File: src/rtl/adc_pair_averager_if.sv
// Sample-in / average-out bundle for the dual-channel pair averager.
// The master side is the XADC stream plus control, and the slave side is the averager.
interface adc_pair_averager_if #(
    parameter int LOG2_AVG = 4,
    parameter int DATA_W   = 12
);
    logic                  new_data;
    logic [DATA_W-1:0]     data_a;
    logic [DATA_W-1:0]     data_b;
    logic [DATA_W-1:0]     limit;
    logic                  fault_clear;
    logic                  avg_valid;
    logic [DATA_W-1:0]     avg_a;
    logic [DATA_W-1:0]     avg_b;
    logic [DATA_W-1:0]     peak_a;
    logic [DATA_W-1:0]     peak_b;
    logic                  fault;
    logic [LOG2_AVG:0]     win_count;

    modport master (
        output new_data, data_a, data_b, limit, fault_clear,
        input  avg_valid, avg_a, avg_b, peak_a, peak_b, fault, win_count
    );

    modport slave (
        input  new_data, data_a, data_b, limit, fault_clear,
        output avg_valid, avg_a, avg_b, peak_a, peak_b, fault, win_count
    );
endinterface

File: src/rtl/adc_pair_averager.sv
// Boxcar averager for paired XADC samples: each channel accumulates
// 2^LOG2_AVG samples and publishes the floor average plus the window peak.
// A sticky fault is set whenever a raw sample on either channel exceeds the limit.
module adc_pair_averager #(
    parameter int LOG2_AVG = 4,
    parameter int DATA_W   = 12
) (
    input  logic               clk,
    input  logic               rst_n,
    adc_pair_averager_if.slave bus
);
    localparam int ACC_W = DATA_W + LOG2_AVG;
    localparam int CNT_W = LOG2_AVG + 1;
    localparam logic [CNT_W-1:0] LAST_CNT = CNT_W'((1 << LOG2_AVG) - 1);

    logic [CNT_W-1:0]  r_cnt;
    logic              r_avg_valid;
    logic              r_fault;
    logic              w_last;
    logic [DATA_W-1:0] w_sample [2];
    logic [DATA_W-1:0] w_avg    [2];
    logic [DATA_W-1:0] w_peak   [2];
    logic [1:0]        w_over;

    assign w_sample[0] = bus.data_a;
    assign w_sample[1] = bus.data_b;

    // The strobe that closes the window; its sample still belongs to this window.
    assign w_last = bus.new_data && (r_cnt == LAST_CNT);

    // Both channels are identical: one accumulator, running peak and output pair each.
    generate
        for (genvar gi = 0; gi < 2; gi++) begin : gen_ch
            logic [ACC_W-1:0]  r_acc;
            logic [DATA_W-1:0] r_pk;
            logic [DATA_W-1:0] r_avg;
            logic [DATA_W-1:0] r_peak;
            logic [ACC_W-1:0]  w_sum;
            logic [DATA_W-1:0] w_pk_next;

            // The accumulator is wide enough that including the closing sample cannot overflow.
            assign w_sum     = r_acc + ACC_W'(w_sample[gi]);
            assign w_pk_next = (w_sample[gi] > r_pk) ? w_sample[gi] : r_pk;
            assign w_over[gi] = bus.new_data && (w_sample[gi] > bus.limit);
            assign w_avg[gi]  = r_avg;
            assign w_peak[gi] = r_peak;

            // Accumulate and track the peak mid-window, then publish and restart on the last sample.
            always_ff @(posedge clk or negedge rst_n) begin
                if (!rst_n) begin
                    r_acc  <= '0;
                    r_pk   <= '0;
                    r_avg  <= '0;
                    r_peak <= '0;
                end else if (w_last) begin
                    r_avg  <= DATA_W'(w_sum >> LOG2_AVG);
                    r_peak <= w_pk_next;
                    r_acc  <= '0;
                    r_pk   <= '0;
                end else if (bus.new_data) begin
                    r_acc  <= w_sum;
                    r_pk   <= w_pk_next;
                end
            end
        end
    endgenerate

    // Count samples in the window and issue a single-cycle valid when it closes.
    always_ff @(posedge clk or negedge rst_n) begin
        if (!rst_n) begin
            r_cnt       <= '0;
            r_avg_valid <= 1'b0;
        end else begin
            r_avg_valid <= w_last;
            if (w_last) begin
                r_cnt <= '0;
            end else if (bus.new_data) begin
                r_cnt <= r_cnt + 1'b1;
            end
        end
    end

    // Sticky over-limit flag; a new violation outranks a simultaneous clear.
    always_ff @(posedge clk or negedge rst_n) begin
        if (!rst_n) begin
            r_fault <= 1'b0;
        end else if (|w_over) begin
            r_fault <= 1'b1;
        end else if (bus.fault_clear) begin
            r_fault <= 1'b0;
        end
    end

    assign bus.avg_valid = r_avg_valid;
    assign bus.avg_a     = w_avg[0];
    assign bus.avg_b     = w_avg[1];
    assign bus.peak_a    = w_peak[0];
    assign bus.peak_b    = w_peak[1];
    assign bus.fault     = r_fault;
    assign bus.win_count = r_cnt;
endmodule

File: src/flat_wrapper.sv
// flat-port wrapper written by rule: the top's interface ports become plain ports
module adc_pair_averager_flat 
#(
    parameter int LOG2_AVG = 4,
    parameter int DATA_W   = 12
)
  (clk, rst_n, bus_new_data, bus_data_a, bus_data_b, bus_limit, bus_fault_clear, bus_avg_valid, bus_avg_a, bus_avg_b, bus_peak_a, bus_peak_b, bus_fault, bus_win_count);
  adc_pair_averager_if #(.LOG2_AVG(LOG2_AVG), .DATA_W(DATA_W)) bus_i ();
  input  logic clk;
  input  logic rst_n;
  input wire logic [$bits(bus_i.new_data)-1:0] bus_new_data;
  input wire logic [$bits(bus_i.data_a)-1:0] bus_data_a;
  input wire logic [$bits(bus_i.data_b)-1:0] bus_data_b;
  input wire logic [$bits(bus_i.limit)-1:0] bus_limit;
  input wire logic [$bits(bus_i.fault_clear)-1:0] bus_fault_clear;
  output wire logic [$bits(bus_i.avg_valid)-1:0] bus_avg_valid;
  output wire logic [$bits(bus_i.avg_a)-1:0] bus_avg_a;
  output wire logic [$bits(bus_i.avg_b)-1:0] bus_avg_b;
  output wire logic [$bits(bus_i.peak_a)-1:0] bus_peak_a;
  output wire logic [$bits(bus_i.peak_b)-1:0] bus_peak_b;
  output wire logic [$bits(bus_i.fault)-1:0] bus_fault;
  output wire logic [$bits(bus_i.win_count)-1:0] bus_win_count;
  assign bus_i.new_data = bus_new_data;
  assign bus_i.data_a = bus_data_a;
  assign bus_i.data_b = bus_data_b;
  assign bus_i.limit = bus_limit;
  assign bus_i.fault_clear = bus_fault_clear;
  assign bus_avg_valid = bus_i.avg_valid;
  assign bus_avg_a = bus_i.avg_a;
  assign bus_avg_b = bus_i.avg_b;
  assign bus_peak_a = bus_i.peak_a;
  assign bus_peak_b = bus_i.peak_b;
  assign bus_fault = bus_i.fault;
  assign bus_win_count = bus_i.win_count;
  adc_pair_averager #(.LOG2_AVG(LOG2_AVG), .DATA_W(DATA_W)) u_core (.clk(clk), .rst_n(rst_n), .bus(bus_i));
endmodule
File: config.mk
export PLATFORM = sky130hd
export DESIGN_NAME = adc_pair_averager_flat
export DESIGN_NICKNAME = d
export VERILOG_FILES = /design/src/rtl/adc_pair_averager_if.sv /design/src/rtl/adc_pair_averager.sv /design/src/flat_wrapper.sv
export SDC_FILE = /design/constraint.sdc
export NUM_CORES = 1
export LEC_CHECK = 0
export CAP_MARGIN = 15
export CORE_MARGIN = 1
export CORE_UTILIZATION = 50
export CTS_CLUSTER_SIZE = 24
export DETAILED_ROUTE_END_ITERATION = 10
export HOLD_SLACK_MARGIN = 0.08
export PLACE_DENSITY = 0.8
export SLEW_MARGIN = 20
export SYNTH_ARGS = -nofsm -noshare
export SYNTH_HDL_FRONTEND = slang
export SYNTH_SLANG_ARGS = --single-unit
File: constraint.sdc
create_clock -name clk -period 2.15 [get_ports clk]
set_clock_uncertainty 0.05 [all_clocks]
set_input_delay 0.3225 -clock clk [delete_from_list [all_inputs] [get_ports clk]]
set_output_delay 0.3225 -clock clk [all_outputs]
set_load 0.05 [all_outputs]
# Word level (Yosys, flattened, before mapping)
# Cells that the tools add are included.
[op_classes] n_addsub=3 n_lt_le_gt_ge=4 eq_ne=1 mux=14 n_reduce_logical=6
[op_table] cell="$mux 12" count=6
[op_table] cell="$mux 16" count=4
[op_table] cell="$gt 12x12->1" count=4
[op_table] cell="$add 16x12->16" count=2
[op_table] cell="$mux 5" count=2
[op_table] cell="$add 5x1->5 const B" count=1
[op_table] cell="$eq 5x4->1 const B" count=1
[op_table] cell="$reduce_bool 2->1" count=2
[op_table] cell="$logic_and 1x1->1" count=3
[op_table] cell="$mux 1" count=2
[op_table] cell="$reduce_or 2->1" count=1
[word_totals] regBits=111 out_inout_bits=55 elab_cells=39

# Longest topological paths before layout
# Gate-level depths: netlist (run 1).
[logic_depth] ltp_word=4 depth_mapped=9

# Worst setup path after synthesis (run 1)
# No wires, ideal clock.
[synth_timing] path_type="flip-flop to flip-flop" startpoint="register u_core.gen_ch[1].r_pk[5]" endpoint="register u_core.gen_ch[1].r_pk[10]" setup_time_ns=0.121 t_arrival_ns=2.095 t_required_ns=1.979 slack_ns=-0.116 path_stages_with_launch=10 path_cell_list="dfrtp_1 inv_1 ha_1 a21o_1 a221o_1 a221o_1 o21ai_1 nor2_1 buf_2 a22o_1"
[synth_between] elab_chain_cells=4
[synth_lines] item="start, declared" line_no="adc_pair_averager.sv:35" text="logic [DATA_W-1:0] r_pk;"
[synth_lines] item="start signal, assigned" line_no="adc_pair_averager.sv:62" text="r_pk <= w_pk_next;"
[synth_lines] item="$gt 12x12->1" line_no="adc_pair_averager.sv:43" text="assign w_pk_next = (w_sample[gi] > r_pk) ? w_sample[gi] : r_pk;"
[synth_lines] item="$mux 12" line_no="adc_pair_averager.sv:43"
[synth_lines] item="$mux 12" line_no="adc_pair_averager.sv:60" text="end else if (bus.new_data) begin"
[synth_lines] item="$mux 12" line_no="adc_pair_averager.sv:55" text="end else if (w_last) begin"
# No other way between the ends. The select of a mux whose other input is x is not followed.
# A chain may end at the register's enable or synchronous reset.

# Worst setup path after layout (run 1)
[layout_timing] startpoint="register u_core.gen_ch[0].r_acc[0]" endpoint="register u_core.gen_ch[0].r_avg[8] (netlist: u_core.bus.avg_a[8])"
[layout_between] elab_chain_cells=1
[layout_lines] item="start, declared" line_no="adc_pair_averager.sv:34" text="logic [ACC_W-1:0] r_acc;"
[layout_lines] item="start signal, assigned" line_no="adc_pair_averager.sv:61" text="r_acc <= w_sum;"
[layout_lines] item="$add 16x12->16" line_no="adc_pair_averager.sv:42" text="assign w_sum = r_acc + ACC_W'(w_sample[gi]);"
[layout_lines] item="end signal, assigned" line_no="adc_pair_averager.sv:56" text="r_avg <= DATA_W'(w_sum >> LOG2_AVG);"
[layout_lines] item="end, declared" line_no="adc_pair_averager.sv:36" text="logic [DATA_W-1:0] r_avg;"
# No other way between the ends.

==> impl_metrics.env, run 1 <==
export IMPL_status="complete, but fails checks"
export IMPL_violations="setup timing"
export IMPL_cap_violations=0
export IMPL_dieArea_mm2=0.0140
export IMPL_route_detailed_drc=0
export IMPL_period_share_pct=111
export IMPL_clock_latency_ns=0.37
export IMPL_layout_common_cells="buf_4 (118), dfrtp_1 (108), clkdlybuf4s50_1 (75), inv_1 (66), nand2_1 (65)"
export IMPL_synth_area_mm2=0.00679
export IMPL_clock_path_buffers=2
export IMPL_crit_buf_inv=0
export IMPL_cp_cell_sequence="ha_2 -> fa_2 -> a21o_1 -> a22o_1 -> o221ai_2 -> nor2b_4 -> mux2i_1 -> nand3_1"
export IMPL_hold_path_class="in -> reg"
export IMPL_die_w_um=119
export IMPL_syn_avg_cell_area_um2=9.61
export IMPL_antenna_found_initial=0
export IMPL_stdcell_count=1099
export IMPL_area_growth_pct=45.4
export IMPL_layout_setup_ws_ns=-0.238
export IMPL_r2r_start="u_core.gen_ch[0].r_acc[0]$_DFFE_PN0P_"
export IMPL_first_pass_iters=5
export IMPL_hp_start="bus_data_a[7]"
export IMPL_worstSetupStartpoint="u_core.gen_ch[0].r_acc[0]$_DFFE_PN0P_"
export IMPL_critPathCapture="u_core.bus.avg_a[8]$_DFFE_PN0P_"
export IMPL_rsz0062_at_grt="true"
export IMPL_netlist_top_cell_by_area="dfrtp_1"
export IMPL_worst_slew_pin_transition_ns=0.627
export IMPL_initial_core_util_pct=51.3
export IMPL_final_util_pct=74.5
export IMPL_numCtsBuffers=9
export IMPL_finalHoldViolCount=0
export IMPL_synthCells=706
export IMPL_max_freq_mhz=419
export IMPL_end_kind="flop"
export IMPL_yosys_register_bits=111
export IMPL_vias=6455
export IMPL_synth_warnings=0
export IMPL_place_congestion=0.919
export IMPL_synth_ff_type="dfrtp_1"
export IMPL_start_kind="flop"
export IMPL_synth_fp_nets=821
export IMPL_core_area_mm2=0.0132
export IMPL_globalRouteOverflowTotal=0
export IMPL_rows=42
export IMPL_cp_depth=8
export IMPL_cp_top_family="compound AO/OA/AOI/OAI gates"
export IMPL_path_class="reg -> reg"
export IMPL_grt_pass1_vias=6671
export IMPL_netlist_top_cells_area="dfrtp_1 (41%), ha_1 (13%), o21ai_0 (4.1%), mux2i_1 (4.0%), inv_1 (3.8%)"
export IMPL_grt_max_degree=65
export IMPL_dpl_worst_slack_ns=-0.758
export IMPL_die_h_um=119
export IMPL_finalHoldWorstSlack_ns=0.399
export IMPL_drive_gt1_share_pct=26.9
export IMPL_reg2regPathDepth=8
export IMPL_cp_max_fo=3
export IMPL_slowest_stage="dfrtp_1"
export IMPL_powerDensity_mw_per_mm2=1550
export IMPL_synth_top_area_share_pct=40.9
export IMPL_leakage_nw=4.68
export IMPL_antenna_cells=0
export IMPL_setup_violations=69
export IMPL_layout_commonest_cell="buf_4"
export IMPL_clkTransAtPathRegs_ns=0.08
export IMPL_slew_violations=0
export IMPL_place_hpwl_mm=13.9
export IMPL_min_period_ns=2.39
export IMPL_seq_area_frac_synth_pct=40.9
export IMPL_arrival_ns=2.58
export IMPL_ys_async_sr_fraction_pct=100
export IMPL_drt_iter0_markers=524
export IMPL_root_buffer="clkbuf_16"
export IMPL_ios=95
export IMPL_worstPathRequired_ns=2.34
export IMPL_cts_tree="done"
export IMPL_synth_edf_count=0
export IMPL_drt_wl_total_mm=21.2
export IMPL_dp_cells=1054
export IMPL_synth_distinct_cells=54
export IMPL_drtAntennaViolNets=0
export IMPL_htreeDepth=3
export IMPL_clock_sinks=111
export IMPL_wl_per_cell_um=19.3
export IMPL_regToRegSetupSlack_ns=-0.24
export IMPL_grt_first_pass_wirelength_mm=32.3
export IMPL_grtUsageTotal_pct=29.0
export IMPL_r2r_end="u_core.bus.avg_a[8]$_DFFE_PN0P_"
export IMPL_relSlewSlack_pct=58.2
export IMPL_io_buffer_count=94
export IMPL_via_per_inst=5.87
export IMPL_final_nets=1033
export IMPL_irDropWorstVdd_mv=1.05
export IMPL_cp_slowest_stage_delay_ns=0.41
power breakdown:
group	switching (mW)	total, mW	internal, mW
sequential	0.740	3.76	3.02
clock	0.791	1.76	0.973
combinational	5.27	9.82	4.54
per-layer routing:
layer  global-route usage (%)  vias up  part of all wire [%]
met5                        0        -                     0
met4                     14.4        0                   4.3
met3                     3.72       70                   5.2
met2                     50.5      250                    51
met1                     35.5     3183                    40
li1                         -     2952                     -
per-stage QoR:
step	TNS (ns)	power [mW]	instance area, um2
after floorplan	-1.24	8.67	6810
after global placement	-49.05	11.3	8680
after detailed placement	-53.96	11.6	8680
after CTS	-4.98	14.1	9370
after global routing	-15.38	16.2	9870
final	-8.46	15.3	9870
cell type report:
cell class              instances  area, um2
well taps                     176        220
fillers                       846       3370
inverters                      68        255
repair buffers                231       2060
flip-flops and latches        111       2780
clock inverters                 2       38.8
clock buffers                  14        264
multi-input cells             497       4250
Yosys cell counts, drive strengths merged, types with 14 or more instances:
cell	count
mux2i	27
o21ai	71
inv	68
dfrtp	111
nor2	18
nand2	68
xor2	14
clkbuf	16
nand4	16
buf	14
a21oi	33
a21o	25
o22ai	17
ha	73
a22o	26
sequential cells by signal (all words and copies together), names as in the netlist:
| name | count |
|---|---|
| u_core.bus.avg_a | 12 |
| u_core.bus.win_count | 5 |
| u_core.bus.peak_a | 12 |
| u_core.bus.avg_valid | 1 |
| u_core.gen_ch.r_pk | 24 |
| u_core.bus.avg_b | 12 |
| u_core.bus.fault | 1 |
| u_core.bus.peak_b | 12 |
| u_core.gen_ch.r_acc | 32 |
worst min-delay path by stage:
stage	endpoint	slack [ns]	depth (start not counted)
floorplan	u_core.bus.avg_a[0]$_DFFE_PN0P_	-0.02	0
global placement	u_core.bus.win_count[2]$_DFFE_PN0P_	0.28	1
detailed placement	u_core.bus.win_count[3]$_DFFE_PN0P_	0.29	1
CTS	u_core.bus.peak_a[7]$_DFFE_PN0P_	0.41	3
global route	u_core.bus.peak_a[7]$_DFFE_PN0P_	0.42	3
finish	u_core.bus.peak_a[7]$_DFFE_PN0P_	0.40	3
cell families after synthesis:
logic type | Yosys count | synth area share, %
AO/OA/AOI/OAI | 219 | 21.2
AND/OR/NAND/NOR | 148 | 10.4
flip-flops | 111 | 40.9
buffers and inverters | 98 | 5.79
adder cells (fa/ha/maj) | 75 | 14.0
multiplexers | 29 | 4.31
XOR/XNOR | 26 | 3.35
worst reg2reg max path: cells and delay by family, from the launching register on:
kind | cells | cell delay, ns
flops | 1 | 0.41
mux | 1 | 0.20
compound gates | 3 | 0.70
simple gates | 2 | 0.32
fa+ha+maj | 2 | 0.57
repair_timing:
item                                    4_1_cts  5_1_grt
resized for setup                            83       81
pin swaps                                    37       53
hold endpoints to repair                     36        0
setup buffers                                12       16
hold buffers                                  1        0
gates cloned                                  1        1
endpoints found under the setup margin       87       84
No activity file was read; power rests on OpenSTA's default activity.
==> run 2: changes to the inputs <==
- CTS_CLUSTER_SIZE: 24 -> default
==> results of run 2 <==
Same layout as run 1: the final DEF is identical, and so are final timing and power.
